===== src/rtl/logic_array_pkg.sv =====
// rtl/logic_array_pkg.sv - shared op codes, mode constants and FSM state type
package logic_array_pkg;

  localparam logic [1:0] OP_OR   = 2'd0;
  localparam logic [1:0] OP_AND  = 2'd1;
  localparam logic [1:0] OP_XOR  = 2'd2;
  localparam logic [1:0] OP_XNOR = 2'd3;

  localparam logic MODE_DIRECT = 1'b0;
  localparam logic MODE_FOLD   = 1'b1;

  typedef enum logic {
    ST_IDLE  = 1'b0,
    ST_ACCUM = 1'b1
  } state_e;

endpackage


===== src/rtl/logic_lane.sv =====
// rtl/logic_lane.sv - one bitwise logic lane, operation fixed at elaboration
module logic_lane
  import logic_array_pkg::*;
#(
  parameter int         WIDTH = 8,
  parameter logic [1:0] OP    = OP_OR
) (
  input  logic [WIDTH-1:0] x,
  input  logic [WIDTH-1:0] y,
  output logic [WIDTH-1:0] z
);

  // Select the lane operation; OP is constant so this reduces to one gate row
  always_comb begin
    case (OP)
      OP_OR:   z = x | y;
      OP_AND:  z = x & y;
      OP_XOR:  z = x ^ y;
      default: z = ~(x ^ y);
    endcase
  end

endmodule


===== src/rtl/logic_array_stream.sv =====
// rtl/logic_array_stream.sv - streaming multi-lane logic unit with direct and fold modes
module logic_array_stream
  import logic_array_pkg::*;
#(
  parameter int WIDTH = 8,
  parameter int NOPS  = 3,
  parameter int CNTW  = 8
) (
  input  logic                       clk,
  input  logic                       rst_n,
  input  logic                       in_valid,
  output logic                       in_ready,
  input  logic [WIDTH-1:0]           b,
  input  logic [WIDTH-1:0]           c,
  input  logic                       mode,
  input  logic                       in_last,
  output logic                       out_valid,
  input  logic                       out_ready,
  output logic [NOPS-1:0][WIDTH-1:0] a,
  output logic [CNTW-1:0]            out_count
);

  localparam logic [CNTW-1:0] CNT_ONE = CNTW'(1);

  state_e                     state_q, state_d;
  logic                       pkt_mode_q, pkt_mode_d;
  logic [NOPS-1:0][WIDTH-1:0] acc_q, acc_d;
  logic [CNTW-1:0]            cnt_q, cnt_d;
  logic [NOPS-1:0][WIDTH-1:0] a_q, a_d;
  logic [CNTW-1:0]            count_q, count_d;
  logic                       valid_q, valid_d;

  logic [NOPS-1:0][WIDTH-1:0] beat_r;
  logic [NOPS-1:0][WIDTH-1:0] fold_r;
  logic [CNTW-1:0]            cnt_inc;
  logic                       accept;

  // Lane k: beat_r combines the operands, fold_r combines the beat into the accumulator
  for (genvar k = 0; k < NOPS; k++) begin : g_lane
    logic_lane #(.WIDTH(WIDTH), .OP(2'(k))) u_beat (
      .x(b),
      .y(c),
      .z(beat_r[k])
    );
    logic_lane #(.WIDTH(WIDTH), .OP(2'(k))) u_fold (
      .x(acc_q[k]),
      .y(beat_r[k]),
      .z(fold_r[k])
    );
  end

  // The output register can take a new result whenever it is empty or being drained
  assign in_ready  = !valid_q || out_ready;
  assign accept    = in_valid && in_ready;
  assign out_valid = valid_q;
  assign a         = a_q;
  assign out_count = count_q;

  // Beat count saturates at all-ones instead of wrapping
  assign cnt_inc = (cnt_q == '1) ? cnt_q : cnt_q + CNT_ONE;

  // Next-state and result selection; anything not accepted holds its value
  always_comb begin
    state_d    = state_q;
    pkt_mode_d = pkt_mode_q;
    acc_d      = acc_q;
    cnt_d      = cnt_q;
    a_d        = a_q;
    count_d    = count_q;
    valid_d    = valid_q;

    if (valid_q && out_ready) begin
      valid_d = 1'b0;
    end

    if (accept) begin
      case (state_q)
        ST_IDLE: begin
          if (mode == MODE_DIRECT || in_last) begin
            a_d     = beat_r;
            count_d = CNT_ONE;
            valid_d = 1'b1;
          end else begin
            acc_d      = beat_r;
            cnt_d      = CNT_ONE;
            pkt_mode_d = mode;
            state_d    = ST_ACCUM;
          end
        end
        ST_ACCUM: begin
          // Only fold packets open ACCUM; the mode input is not looked at here
          if (pkt_mode_q == MODE_FOLD) begin
            if (in_last) begin
              a_d     = fold_r;
              count_d = cnt_inc;
              valid_d = 1'b1;
              acc_d   = '0;
              cnt_d   = '0;
              state_d = ST_IDLE;
            end else begin
              acc_d = fold_r;
              cnt_d = cnt_inc;
            end
          end else begin
            state_d = ST_IDLE;
          end
        end
        default: state_d = ST_IDLE;
      endcase
    end
  end

  // State registers; reset discards any open packet and clears the output
  always_ff @(posedge clk or negedge rst_n) begin
    if (!rst_n) begin
      state_q    <= ST_IDLE;
      pkt_mode_q <= MODE_DIRECT;
      acc_q      <= '0;
      cnt_q      <= '0;
      a_q        <= '0;
      count_q    <= '0;
      valid_q    <= 1'b0;
    end else begin
      state_q    <= state_d;
      pkt_mode_q <= pkt_mode_d;
      acc_q      <= acc_d;
      cnt_q      <= cnt_d;
      a_q        <= a_d;
      count_q    <= count_d;
      valid_q    <= valid_d;
    end
  end

endmodule


===== config.mk =====
export PLATFORM = sky130hd
export DESIGN_NAME = logic_array_stream
export DESIGN_NICKNAME = d
export VERILOG_FILES = /design/src/rtl/logic_array_pkg.sv /design/src/rtl/logic_lane.sv /design/src/rtl/logic_array_stream.sv
export SDC_FILE = /design/constraint.sdc
export NUM_CORES = 1
export LEC_CHECK = 0
export CORE_MARGIN = 1
export CORE_UTILIZATION = 58
export CTS_CLUSTER_DIAMETER = 200
export DETAILED_ROUTE_END_ITERATION = 12
export GPL_TIMING_DRIVEN = 0
export PLACE_DENSITY = 0.87
export SYNTH_ARGS = -nofsm -noshare
export SYNTH_HDL_FRONTEND = slang
export SYNTH_HIERARCHICAL = 1
export SYNTH_SLANG_ARGS = --single-unit

===== constraint.sdc =====
create_clock -name clk -period 2.6 [get_ports clk]
set_clock_uncertainty 0.1 [all_clocks]
set_input_delay 0.52 -clock clk [delete_from_list [all_inputs] [get_ports clk]]
set_output_delay 0.52 -clock clk [all_outputs]
set_load 0.1 [all_outputs]

Word-level counts from Yosys, hierarchy flattened
Index checks and enable logic that the tools add are counted.
- reduce and logical (&&, ||, !) cells: 8
- mux-type cells: 27
- add/sub/neg operators: 1
- equal/unequal tests: 5
- bitwise logic cells: 9
- operators with widths (operator ; count):
    $mux W24 ; 6
    $pmux W24 S2 ; 2
    $mux W8 ; 7
    $pmux W8 S2 ; 2
    $and A8 B8 Y8 ; 2
    $or A8 B8 Y8 ; 2
    $xor A8 B8 Y8 ; 2
    $add A8 B1 Y8 const B ; 1
    $eq A8 B8 Y1 const B ; 1
    $mux W1 ; 8
    $ne A2 B2 Y1 const B ; 3
    $reduce_and A3 Y1 ; 2
    $pmux W1 S2 ; 2
    $reduce_and A4 Y1 ; 1
    $not A1 Y1 ; 3
    $logic_and A1 B1 Y1 ; 2
    $logic_or A1 B1 Y1 ; 2
    $ne A2 B1 Y1 const B ; 1
    $logic_not A1 Y1 ; 1
- bits in registers: 67
- output and inout port bits: 34
- logic and storage cells: 61

Longest topological paths before layout
Gate-level depths: netlist of run 1.
- word-level depth: 6
- gate-level depth with buffers: 7
- mapped depth without buffers: 5

Modules after synthesis
The synthesis of run 1 kept the hierarchy.
- modules (own cells, without submodules) (module ; cells an instance ; seq. area each (µm²) ; area each (µm²) ; times used):
    logic_array_stream ; 336 ; 1676.6 ; 3264.4 ; 1
    logic_lane at g_lane[0].u_beat ... ; 8 ; 0.0 ; 50.0 ; 4
    logic_lane at g_lane[2].u_beat ... ; 8 ; 0.0 ; 70.1 ; 2

Least setup slack after synthesis of run 1
Ideal clock, no wire load.
- path kind: reg2reg
- start point: register valid_q, in the netlist out_valid
- end point: register count_q[1], in the netlist out_count[1]
- slack: 319 ps
- clock period less this slack: 2281 ps
- data required time: 2375 ps
- library setup time: 125 ps
- arrival: 2056 ps
- stages on the path, launching flop included: 8
- path buffers: 3
- path through: dfrtp_1 > nand2b_1 > buf_4 > nand2_2 > or2_1 > buf_6 > buf_8 > o2bb2ai_1
- word-level cells in the longest chain between the ends: 4
- ends and longest elaborated chain (element ; line ; RTL):
    from (decl) ; logic_array_stream.sv:31 ; logic valid_q, valid_d;
    from (signal assigned) ; logic_array_stream.sv:130 ; valid_q <= valid_d;
    $logic_not A1 Y1 ; logic_array_stream.sv:53 ; assign in_ready = !valid_q || out_ready;
    $logic_or A1 B1 Y1 ; logic_array_stream.sv:53 ;
    via in_ready ; logic_array_stream.sv:12 ; output logic in_ready,
    $logic_and A1 B1 Y1 ; logic_array_stream.sv:54 ; assign accept = in_valid && in_ready;
    $reduce_and A4 Y1 (no source line) ; n/a ;
    to (signal assigned) ; logic_array_stream.sv:129 ; count_q <= count_d;
    to (decl) ; logic_array_stream.sv:30 ; logic [CNTW-1:0] count_q, count_d;
The timed path passes the listed nets, and every way through them passes these cells.
A chain may end at the register's enable or synchronous reset.

Final worst setup path of run 1
- start point: register a_q (netlist bit a[17])
- end point: output a[17] (netlist bit)
- RTL lines (element ; line ; RTL):
    from (decl) ; logic_array_stream.sv:29 ; logic [NOPS-1:0][WIDTH-1:0] a_q, a_d;
    from (signal assigned) ; logic_array_stream.sv:120 ; a_q <= '0;
    from (signal assigned) ; logic_array_stream.sv:128 ; a_q <= a_d;
    to (decl) ; logic_array_stream.sv:19 ; output logic [NOPS-1:0][WIDTH-1:0] a,
No word-level cell between the ends.

==> results.json, run 1 <==
{
  "drc": 0,
  "max_slew_margin_pct": 34.92,
  "viasPerCell": 6.076,
  "synth_cell_types": 52,
  "postCtsHoldBufs": 0,
  "grt_pass1_wl_um": 14770,
  "highest_layer": "met4",
  "cts_tree": "done",
  "met3_wirelength_um": 678,
  "die_w_um": 80.84,
  "yosysTopAreaCellShare_pct": 46.51,
  "slowest_delay_ps": 1140,
  "dieHeight_um": 80.84,
  "arrival_ps": 1850,
  "diodes": 0,
  "fin_crit_ps": 2468,
  "critical_path_buf_inv_count": 1,
  "routed-via-count": 3208,
  "cts_buffers": 9,
  "maxSlewViolCount": 0,
  "synth_enable_flop_cells": 0,
  "grt-ovfl-total": 0,
  "wl_um": 9163,
  "finalPower_mw": 5.510,
  "cts_buffer_depth": 2,
  "synth_area_leaders": "dfrtp_1 (47%), o21ai_0 (9.9%), a21oi_1 (7.4%)",
  "fillers": 449,
  "rsz0062_at_grt": "no",
  "antenna_found_initial": 0,
  "yosysWarnings": 6,
  "synth_area_mm2": 0.003605,
  "wl_met1_um": 3801,
  "end_kind": "output pin",
  "leakagePower_nw": 1.864,
  "path_max_fanout": 2,
  "start_util_pct": 60.53,
  "antenna_left": 0,
  "fin_hold_ws_ps": 160.4,
  "cap_violations": 0,
  "critical_path_class": "flop to output pin",
  "met2WireLength_um": 4412,
  "pre_cts_ws_ps": -396.9,
  "min_path_type": "input pin to async pin",
  "clk-insertion-delay-late_ps": 340,
  "rows": 28,
  "final_hold_viol_count": 0,
  "root_buffer": "clkbuf_8",
  "synth_nets": 407,
  "nets": 472,
  "grt_util_all_layers_pct": 30.35,
  "die_area_mm2": 0.006534,
  "async_flop_share_pct": 100.0,
  "drtIter0Drc": 280,
  "drt-wirelength-per-cell_um": 17.35,
  "seq_area_frac_synth_pct": 46.51,
  "syn_to_final_growth_pct": 22.94,
  "grt_max_degree": 68,
  "core_area_mm2": 0.005956,
  "gp_congestion": 0.8196,
  "place.detailed.hpwl_um": 6252,
  "pin_count": 56,
  "clk_transition_reported_paths_ps": 70,
  "fin_crit_sh_pct": 94.94,
  "port-buffer-count": 54,
  "startpoint_type": "flop",
  "first_global_vias": 3093,
  "drive_gt1_share_pct": 10.82,
  "synth_cells": 384,
  "status": "complete, no violations",
  "fin_ws_ps": 131.7,
  "required_ps": 1980,
  "drtPass1Iterations": 5,
  "worst_slew_pin_slew_ps": 973.1,
  "power.density_mw_per_mm2": 1243,
  "cp_cell_sequence": "clkdlybuf4s50_1",
  "cp_top_family": "buffers and inverters",
  "max_freq_ghz": 0.4051,
  "postSynthAreaPerCell_um2": 9.387,
  "ys.flop_type": "dfrtp_1",
  "yosysTopAreaCell": "dfrtp_1",
  "setup_viol": 0,
  "final_util_pct": 74.41,
  "cpMaxStageDelayCell": "clkdlybuf4s50_1",
  "cts_max_level": 3,
  "synth-seq-cells": 67,
  "clock-sinks": 67,
  "irDropWorstVdd_uv": 937.7
}
[through the flow]
step                      area (um2)  TNS [ps]  std cells
final                           4432         0        528
after CTS                       4432         0        528
after floorplan                 3605         0        384
after detailed placement        4237    -396.9        513
after global routing            4432         0        528
after global placement          4239    -89440        513
[power by group]
group | internal (mW) | leakage, nW | switching (mW) | total (mW)
sequential | 1.41 | 0.859 | 0.219 | 1.63
combinational | 0.784 | 0.905 | 2.22 | 3.01
clock | 0.490 | 0.0995 | 0.383 | 0.873
[metal layers]
layer  vias up  global-route usage (%)
met5         -                       0
met4         0                   15.89
met3        32                   4.382
met2       153                   48.66
met1      1543                   39.87
li1       1480                       -
[worst register-to-register path: stages, from the launching register on]
cell and delay, ps:
dfrtp_1 450, nand2b_1 190, a21oi_2 400, clkbuf_1 400, o21ai_0 190, o21ai_2 90
[flip-flops by register name (all words and copies together), names as in the netlist]
signal      count
a              24
acc_q          24
cnt_q           8
out_count       8
out_valid       1
pkt_mode_q      1
state_q         1
[cells by family after synthesis]
kind of cell	share of synthesized area, %
DFF	46.51
and+or+nand+nor	18.81
adders and majority gates	0.3470
AOI/OAI and AO/OA	24.44
xor gates and xnor gates	4.373
muxes	1.215
buffers and inverters	4.304
[placed cells by master (no fill, tap or decap), types with 2 or more instances in the layout]
cell type         n
and2_1           17
xor2_1           16
inv_1             2
clkbuf_8         11
mux2_2            3
clkbuf_1         11
nand2b_1          2
nand2_1          28
o211ai_1          2
a21o_1            2
or2_1            18
buf_2             6
a21oi_1          53
xnor2_1           2
o2bb2ai_1         5
nor2b_1          25
clkdlybuf4s50_1  52
dfrtp_1          67
buf_4             5
a22o_1            3
o21ai_2           6
nand4_4           2
o21ai_0          71
nand3_1           2
buf_6             3
nor2_1            6
nor3_1            3
[Yosys cell counts (2+ instances only)]
| master | count |
|---|---|
| o21ai_0 | 71 |
| nor2b_1 | 25 |
| xor2_1 | 16 |
| or2_1 | 18 |
| buf_6 | 3 |
| mux2_2 | 3 |
| a21o_1 | 2 |
| o21ai_2 | 6 |
| o2bb2ai_1 | 5 |
| nand2b_1 | 2 |
| xnor2_1 | 2 |
| nor3_1 | 3 |
| buf_2 | 6 |
| nand3_1 | 2 |
| a22o_1 | 3 |
| a21oi_1 | 53 |
| buf_4 | 4 |
| dfrtp_1 | 67 |
| inv_1 | 2 |
| nor2_1 | 6 |
| nand2_1 | 28 |
| nand4_4 | 2 |
| clkbuf_1 | 9 |
| o211ai_1 | 2 |
| and2_1 | 17 |
[worst paths after layout]
path                                        start              endpoint  slack, ps  cells after the start
hold reg to reg              acc_q[5]$_DFFE_PN0P_  acc_q[5]$_DFFE_PN0P_        380                      2
setup / recovery                a[17]$_DFFE_PN0P_                 a[17]        130                      1
max in group asynchronous                   rst_n  acc_q[6]$_DFFE_PN0P_       1650                      1
setup reg to reg           pkt_mode_q$_DFFE_PN0P_     a[21]$_DFFE_PN0P_        690                      5
min in group clk             acc_q[5]$_DFFE_PN0P_  acc_q[5]$_DFFE_PN0P_        380                      2
hold / removal                              rst_n      a[5]$_DFFE_PN0P_        160                      1
[cell type report]
cell class / instances / area, um2 / area share (%)
Sequential cell: 67 / 1677 / 37.83
Timing Repair Buffer: 54 / 539.3 / 12.17
Clock inverter: 2 / 35.03 / 0.7905
Clock buffer: 13 / 158.9 / 3.586
Multi-Input combinational cell: 291 / 1773 / 40.01
Buffer: 24 / 147.6 / 3.331
Tap cell: 75 / 93.84 / 2.117
Inverter: 2 / 7.507 / 0.1694
[what timing repair did]
item                                   4_1_cts  5_1_grt
endpoints found under the hold margin        0        0
resized for setup                            3        0
buffers inserted                             0        0
setup endpoints to repair                    1        0
(Power assumes the default switching activity.)
==> run 2, diff against run 1 <==
--- a/config.mk
+++ b/config.mk
@@ -10,8 +10,7 @@
 export CTS_CLUSTER_DIAMETER = 200
 export DETAILED_ROUTE_END_ITERATION = 12
 export GPL_TIMING_DRIVEN = 0
-export PLACE_DENSITY = 0.87
+export PLACE_DENSITY = 0.88
 export SYNTH_ARGS = -nofsm -noshare
 export SYNTH_HDL_FRONTEND = slang
-export SYNTH_HIERARCHICAL = 1
 export SYNTH_SLANG_ARGS = --single-unit
==> run 2 against run 1 <==
Sequential share of layout area is 1.3 points higher. Die area is 3.2% lower. Global-route usage is 1.1 points higher. Highest routed layer unchanged. Design area is 3.4% lower. Largest cell class is now registers. Critical path depth is 3 higher.
==> results.json, run 2 <==
{
  "synth.most_common_cell": "dfrtp_1",
  "async_flop_share_pct": 100.0,
  "drc": 0,
  "grtUsageMet2_pct": 49.66,
  "synth_cells": 348,
  "synth_nets": 387,
  "power.density_mw_per_mm2": 1145,
  "grt_max_degree": 68,
  "maxSlewViolCount": 0,
  "grt_use_met1_pct": 41.06,
  "diodes": 0,
  "pin_count": 56,
  "min_path_type": "input pin to async pin",
  "max_slew_margin_pct": 34.33,
  "end_kind": "output pin",
  "antenna_found_initial": 0,
  "fin_cells": 488,
  "gp_congestion": 0.8921,
  "busiest_layer": "met2",
  "ys.flop_type": "dfrtp_1",
  "dieHeight_um": 79.54,
  "irDropWorstVdd_uv": 764.6,
  "cts_buffer_depth": 2,
  "p_int_mw": 2.424,
  "final_common_cell": "dfrtp_1",
  "clock-sinks": 67,
  "grt_use_met3_pct": 8.457,
  "power_frac_comb_pct": 52.7,
  "core_area_mm2": 0.005642,
  "yosysWarnings": 0,
  "cts_buffers": 9,
  "drive_gt1_share_pct": 12.98,
  "drtPass1Iterations": 5,
  "status": "complete, no violations",
  "drtIter0Drc": 202,
  "rows": 27,
  "routed-via-count": 3035,
  "startpoint_type": "input pin",
  "fin_crit_ps": 2491,
  "grt-ovfl-total": 0,
  "clk_transition_reported_paths_ps": 70,
  "yosysTopAreaCell": "dfrtp_1",
  "grt_util_all_layers_pct": 31.41,
  "place_inst": 474,
  "final_cell_mix": "dfrtp_1 (67), o21ai_0 (56), clkdlybuf4s50_1 (52)",
  "worst_slew_pin_slew_ps": 982.0,
  "pwr-share-clk_pct": 15.5,
  "clk-insertion-delay-late_ps": 350,
  "cts_tree": "done",
  "cap_violations": 0,
  "viasPerCell": 6.219,
  "critical_path_class": "input pin to output pin",
  "post_synth_most_frequent_cells": "dfrtp_1 (67), o21ai_0 (56), nand2_1 (28), inv_1 (24), a21oi_1 (18)",
  "antenna_left": 0,
  "cts_max_level": 3,
  "synth_area_leaders": "dfrtp_1 (48%), o21ai_0 (8.0%), ha_1 (6.1%)",
  "p_sw_share_pct": 50.58,
  "place.detailed.hpwl_um": 6129,
  "drt-wirelength-per-cell_um": 18.44,
  "syn_to_final_growth_pct": 22.82,
  "leakagePower_nw": 1.923,
  "p_sw_mw": 2.481,
  "grt_pass1_wl_um": 14720,
  "synth_enable_flop_cells": 0,
  "wl_um": 9001,
  "synth-seq-cells": 67,
  "seq_area_frac_synth_pct": 48.08,
  "port-buffer-count": 54,
  "die_w_um": 79.54,
  "setup_viol": 0,
  "path_max_fanout": 8,
  "fin_crit_sh_pct": 95.80,
  "finalPower_mw": 4.905,
  "required_ps": 1980,
  "max_freq_ghz": 0.4015,
  "yosysTopAreaCellShare_pct": 48.08,
  "die_area_mm2": 0.006327,
  "p_seq_share_pct": 31.8,
  "synth_area_mm2": 0.003487,
  "synth_cell_types": 53,
  "first_global_vias": 2960,
  "postSynthAreaPerCell_um2": 10.02,
  "final_hold_viol_count": 0,
  "nets": 452,
  "root_buffer": "clkbuf_8",
  "rsz0062_at_grt": "no",
  "start_util_pct": 61.81,
  "arrival_ps": 1870
}
run 2: critical path: stages:
cell,delay (ps)
clkdlybuf4s50_1,410
nor2b_2,330
inv_4,120
clkdlybuf4s15_2,490
run 2: per-stage QoR:
stage               hold WS, ps  area, um2  worst slack (ps)  TNS [ps]  util [%]
finish                    170.7       4283             109.1         0     75.91
global route              249.3       4283             78.28         0     75.91
CTS                       208.1       4283             101.4         0     75.91
detailed placement        370.7       4115            -399.2    -399.2     72.94
global placement          352.7       4118             -1276    -85680     72.99
floorplan                 124.4       3487             190.5         0         -
run 2: cell type report:
| cell class | count | area, um2 |
|---|---|---|
| sequential | 67 | 1677 |
| multi-input combinational | 235 | 1618 |
| fill | 383 | 1359 |
| timing repair buffer | 54 | 539.3 |
| clock buffer | 11 | 151.4 |
| inverter | 27 | 103.9 |
| tap | 72 | 90.09 |
| buffer | 19 | 88.84 |
| clock inverter | 3 | 15.01 |
run 2: cell families (layout without fill, tap and decap cells):
kind of cell    after synthesis  after routing  synth area share, %
flops                        67             67                48.08
mux                           8              8                2.691
xor+xnor                     10             10                2.512
fa+ha+maj                    17             17                6.100
buf+inv                      46            114                5.526
simple gates                 62             62                10.12
compound gates              138            138                24.97
run 2: final timing paths:
check	start	to	slack, ps	depth (start not counted)
min in group clk	acc_q[23]$_DFFE_PN0P_	acc_q[23]$_DFFE_PN0P_	390	2
max in group asynchronous	rst_n	acc_q[21]$_DFFE_PN0P_	1690	1
hold reg to reg	acc_q[23]$_DFFE_PN0P_	acc_q[23]$_DFFE_PN0P_	390	2
setup reg to reg	cnt_q[0]$_DFFE_PN0P_	out_count[1]$_DFFE_PN0P_	530	5
setup / recovery	out_ready	in_ready	110	4
hold / removal	rst_n	acc_q[22]$_DFFE_PN0P_	170	1
run 2: power by group through the flow:
| stage | Sequential [mW] | Clock, mW | Combinational (mW) |
|---|---|---|---|
| 6_report | 1.56 | 0.762 | 2.58 |
| 5_1_grt | 1.59 | 0.817 | 2.70 |
| 4_1_cts | 1.56 | 0.765 | 2.58 |
| 3_5_place_dp | 1.57 | 0 | 2.57 |
| 3_3_place_gp | 1.55 | 0 | 2.52 |
| 2_1_floorplan | 2.73 | 0 | 0.734 |
run 2: repair_timing:
action / CTS / global route
hold buffers: 0 / 0
setup buffers: 0 / 0
hold endpoints to repair: 0 / 0
gates resized for setup: 3 / 0
endpoints found under the setup margin: 1 / 0
run 2: routing by layer:
metal | routed length [um] | vias to the layer above
li1 | - | 1364
met4 | 179 | 0
met2 | 4341 | 128
met5 | 0 | -
met1 | 3816 | 1522
met3 | 663 | 21
==> run 3, diff against run 2 <==
--- a/config.mk
+++ b/config.mk
@@ -5,7 +5,7 @@
 export SDC_FILE = /design/constraint.sdc
 export NUM_CORES = 1
 export LEC_CHECK = 0
-export CORE_MARGIN = 1
+export CORE_MARGIN = 5
 export CORE_UTILIZATION = 58
 export CTS_CLUSTER_DIAMETER = 200
 export DETAILED_ROUTE_END_ITERATION = 12
==> run 3 against run 2 <==
Via count fell by 2.1%. Critical path depth did not move. Power fell by 1.5%. Die area rose by 21%. Design area fell by 0.20%. Sequential power barely moved. Largest cell class unchanged. First-iteration DRC count fell by 2.0%. Routed wire length fell by 4.2%. Register-to-register slack got worse by 40 ps.
==> results.json, run 3 (synthesized netlist as in run 2, its figures left out) <==
{
  "arrival_ps": 1870,
  "drc": 0,
  "tns_ps": 0,
  "grt-ovfl-total": 0,
  "path_max_fanout": 8,
  "grt_pass1_wl_um": 14280,
  "place.detailed.hpwl_um": 6054,
  "grt_util_all_layers_pct": 24.33,
  "rows": 28,
  "post_cts_buffers": 0,
  "maxSlewViolCount": 0,
  "viasPerCell": 6.026,
  "drtPass1Iterations": 5,
  "clock-sinks": 67,
  "routed-via-count": 2971,
  "clk_transition_reported_paths_ps": 60,
  "final_area_mm2": 0.004274,
  "port-buffer-count": 54,
  "cts_buffers": 9,
  "drt-wirelength-per-cell_um": 17.50,
  "root_buffer": "clkbuf_8",
  "final_hold_viol_count": 0,
  "required_ps": 1980,
  "core_area_mm2": 0.005886,
  "cts_max_level": 3,
  "antenna_left": 0,
  "critical_path_class": "input pin to output pin",
  "die_area_mm2": 0.007663,
  "status": "complete, no violations",
  "gp_congestion": 0.8811,
  "syn_to_final_growth_pct": 22.57,
  "first_global_vias": 2928,
  "final_cell_mix": "dfrtp_1 (67), o21ai_0 (56), clkdlybuf4s50_1 (52)",
  "nets": 452,
  "wl_um": 8626,
  "r2r_cells": 5,
  "cts_tree": "done",
  "diodes": 0,
  "dieHeight_um": 87.54,
  "cts_buffer_depth": 2,
  "max_freq_ghz": 0.4010,
  "antenna_found_initial": 0,
  "power.density_mw_per_mm2": 1130,
  "leakagePower_nw": 1.913,
  "startpoint_type": "input pin",
  "grt_max_degree": 68,
  "final_util_pct": 72.62,
  "clk-insertion-delay-late_ps": 340,
  "fin_crit_sh_pct": 95.92,
  "drive_gt1_share_pct": 12.44,
  "die_w_um": 87.54,
  "drtIter0Drc": 198,
  "max_slew_margin_pct": 34.52,
  "cap_violations": 0,
  "final_common_cell": "dfrtp_1",
  "setup_viol": 0,
  "placed_area_mm2": 0.004119,
  "end_kind": "output pin",
  "worst_slew_pin_slew_ps": 979.2,
  "irDropWorstVdd_uv": 732.0,
  "fin_crit_ps": 2494,
  "min_path_type": "input pin to async pin",
  "finalPower_mw": 4.830,
  "start_util_pct": 59.25,
  "rsz0062_at_grt": "no",
  "pin_count": 56
}
run 3: changes by cell type in the layout (fill, tap and decap cells not counted):
cell and change:
clkbuf_1 +4, clkbuf_8 -2
run 3: layout make-up:
cell class	count	area [um2]
fillers	436	1612
well taps	75	93.84
multi-input cells	235	1618
flip-flops and latches	67	1677
inverters	27	103.9
clock inverters	3	15.01
clock buffers	13	138.9
plain buffers	19	88.84
repair buffers	54	539.3
run 3: critical path, stage by stage:
cell             delay (ps)
clkdlybuf4s50_1         410
nor2b_2                 330
inv_4                   120
clkdlybuf4s15_2         490
run 3: routing by layer:
metal	global-route usage (%)	vias up	part of all wire, %
li1	-	1373	-
met1	32.66	1462	43
met2	38.84	120	48
met3	4.610	16	6.9
met4	10.32	0	1.9
met5	0	-	0
run 3: timing repair:
item                       4_1_cts  5_1_grt
resized for setup                3        0
setup endpoints to repair        1        0
hold buffers                     0        0
run 3: path summary, 6_finish.rpt:
check	startpoint	end	slack, ps
max	out_ready	in_ready	110
min	rst_n	a[9]$_DFFE_PN0P_	180
max reg2reg	cnt_q[0]$_DFFE_PN0P_	out_count[1]$_DFFE_PN0P_	490
min reg2reg	acc_q[18]$_DFFE_PN0P_	acc_q[18]$_DFFE_PN0P_	380
max in group asynchronous	rst_n	a[21]$_DFFE_PN0P_	1660
min in group clk	acc_q[18]$_DFFE_PN0P_	acc_q[18]$_DFFE_PN0P_	380
run 3: report_power, final:
| part | switching, mW | total (mW) | internal [mW] | leakage, nW |
|---|---|---|---|---|
| registers | 0.196 | 1.56 | 1.36 | 0.832 |
| clock network | 0.367 | 0.709 | 0.342 | 0.0812 |
| logic | 1.88 | 2.56 | 0.681 | 1.00 |
run 3: through the flow:
stage / setup slack (ps) / hold slack, ps / std cells
2_1_floorplan: 190.5 / 124.4 / 348
3_3_place_gp: -1277 / 355.1 / 477
3_5_place_dp: -388.4 / 359.9 / 477
4_1_cts: 110.2 / 212.3 / 493
5_1_grt: 59.87 / 269.3 / 493
6_report: 106.1 / 176.7 / 493
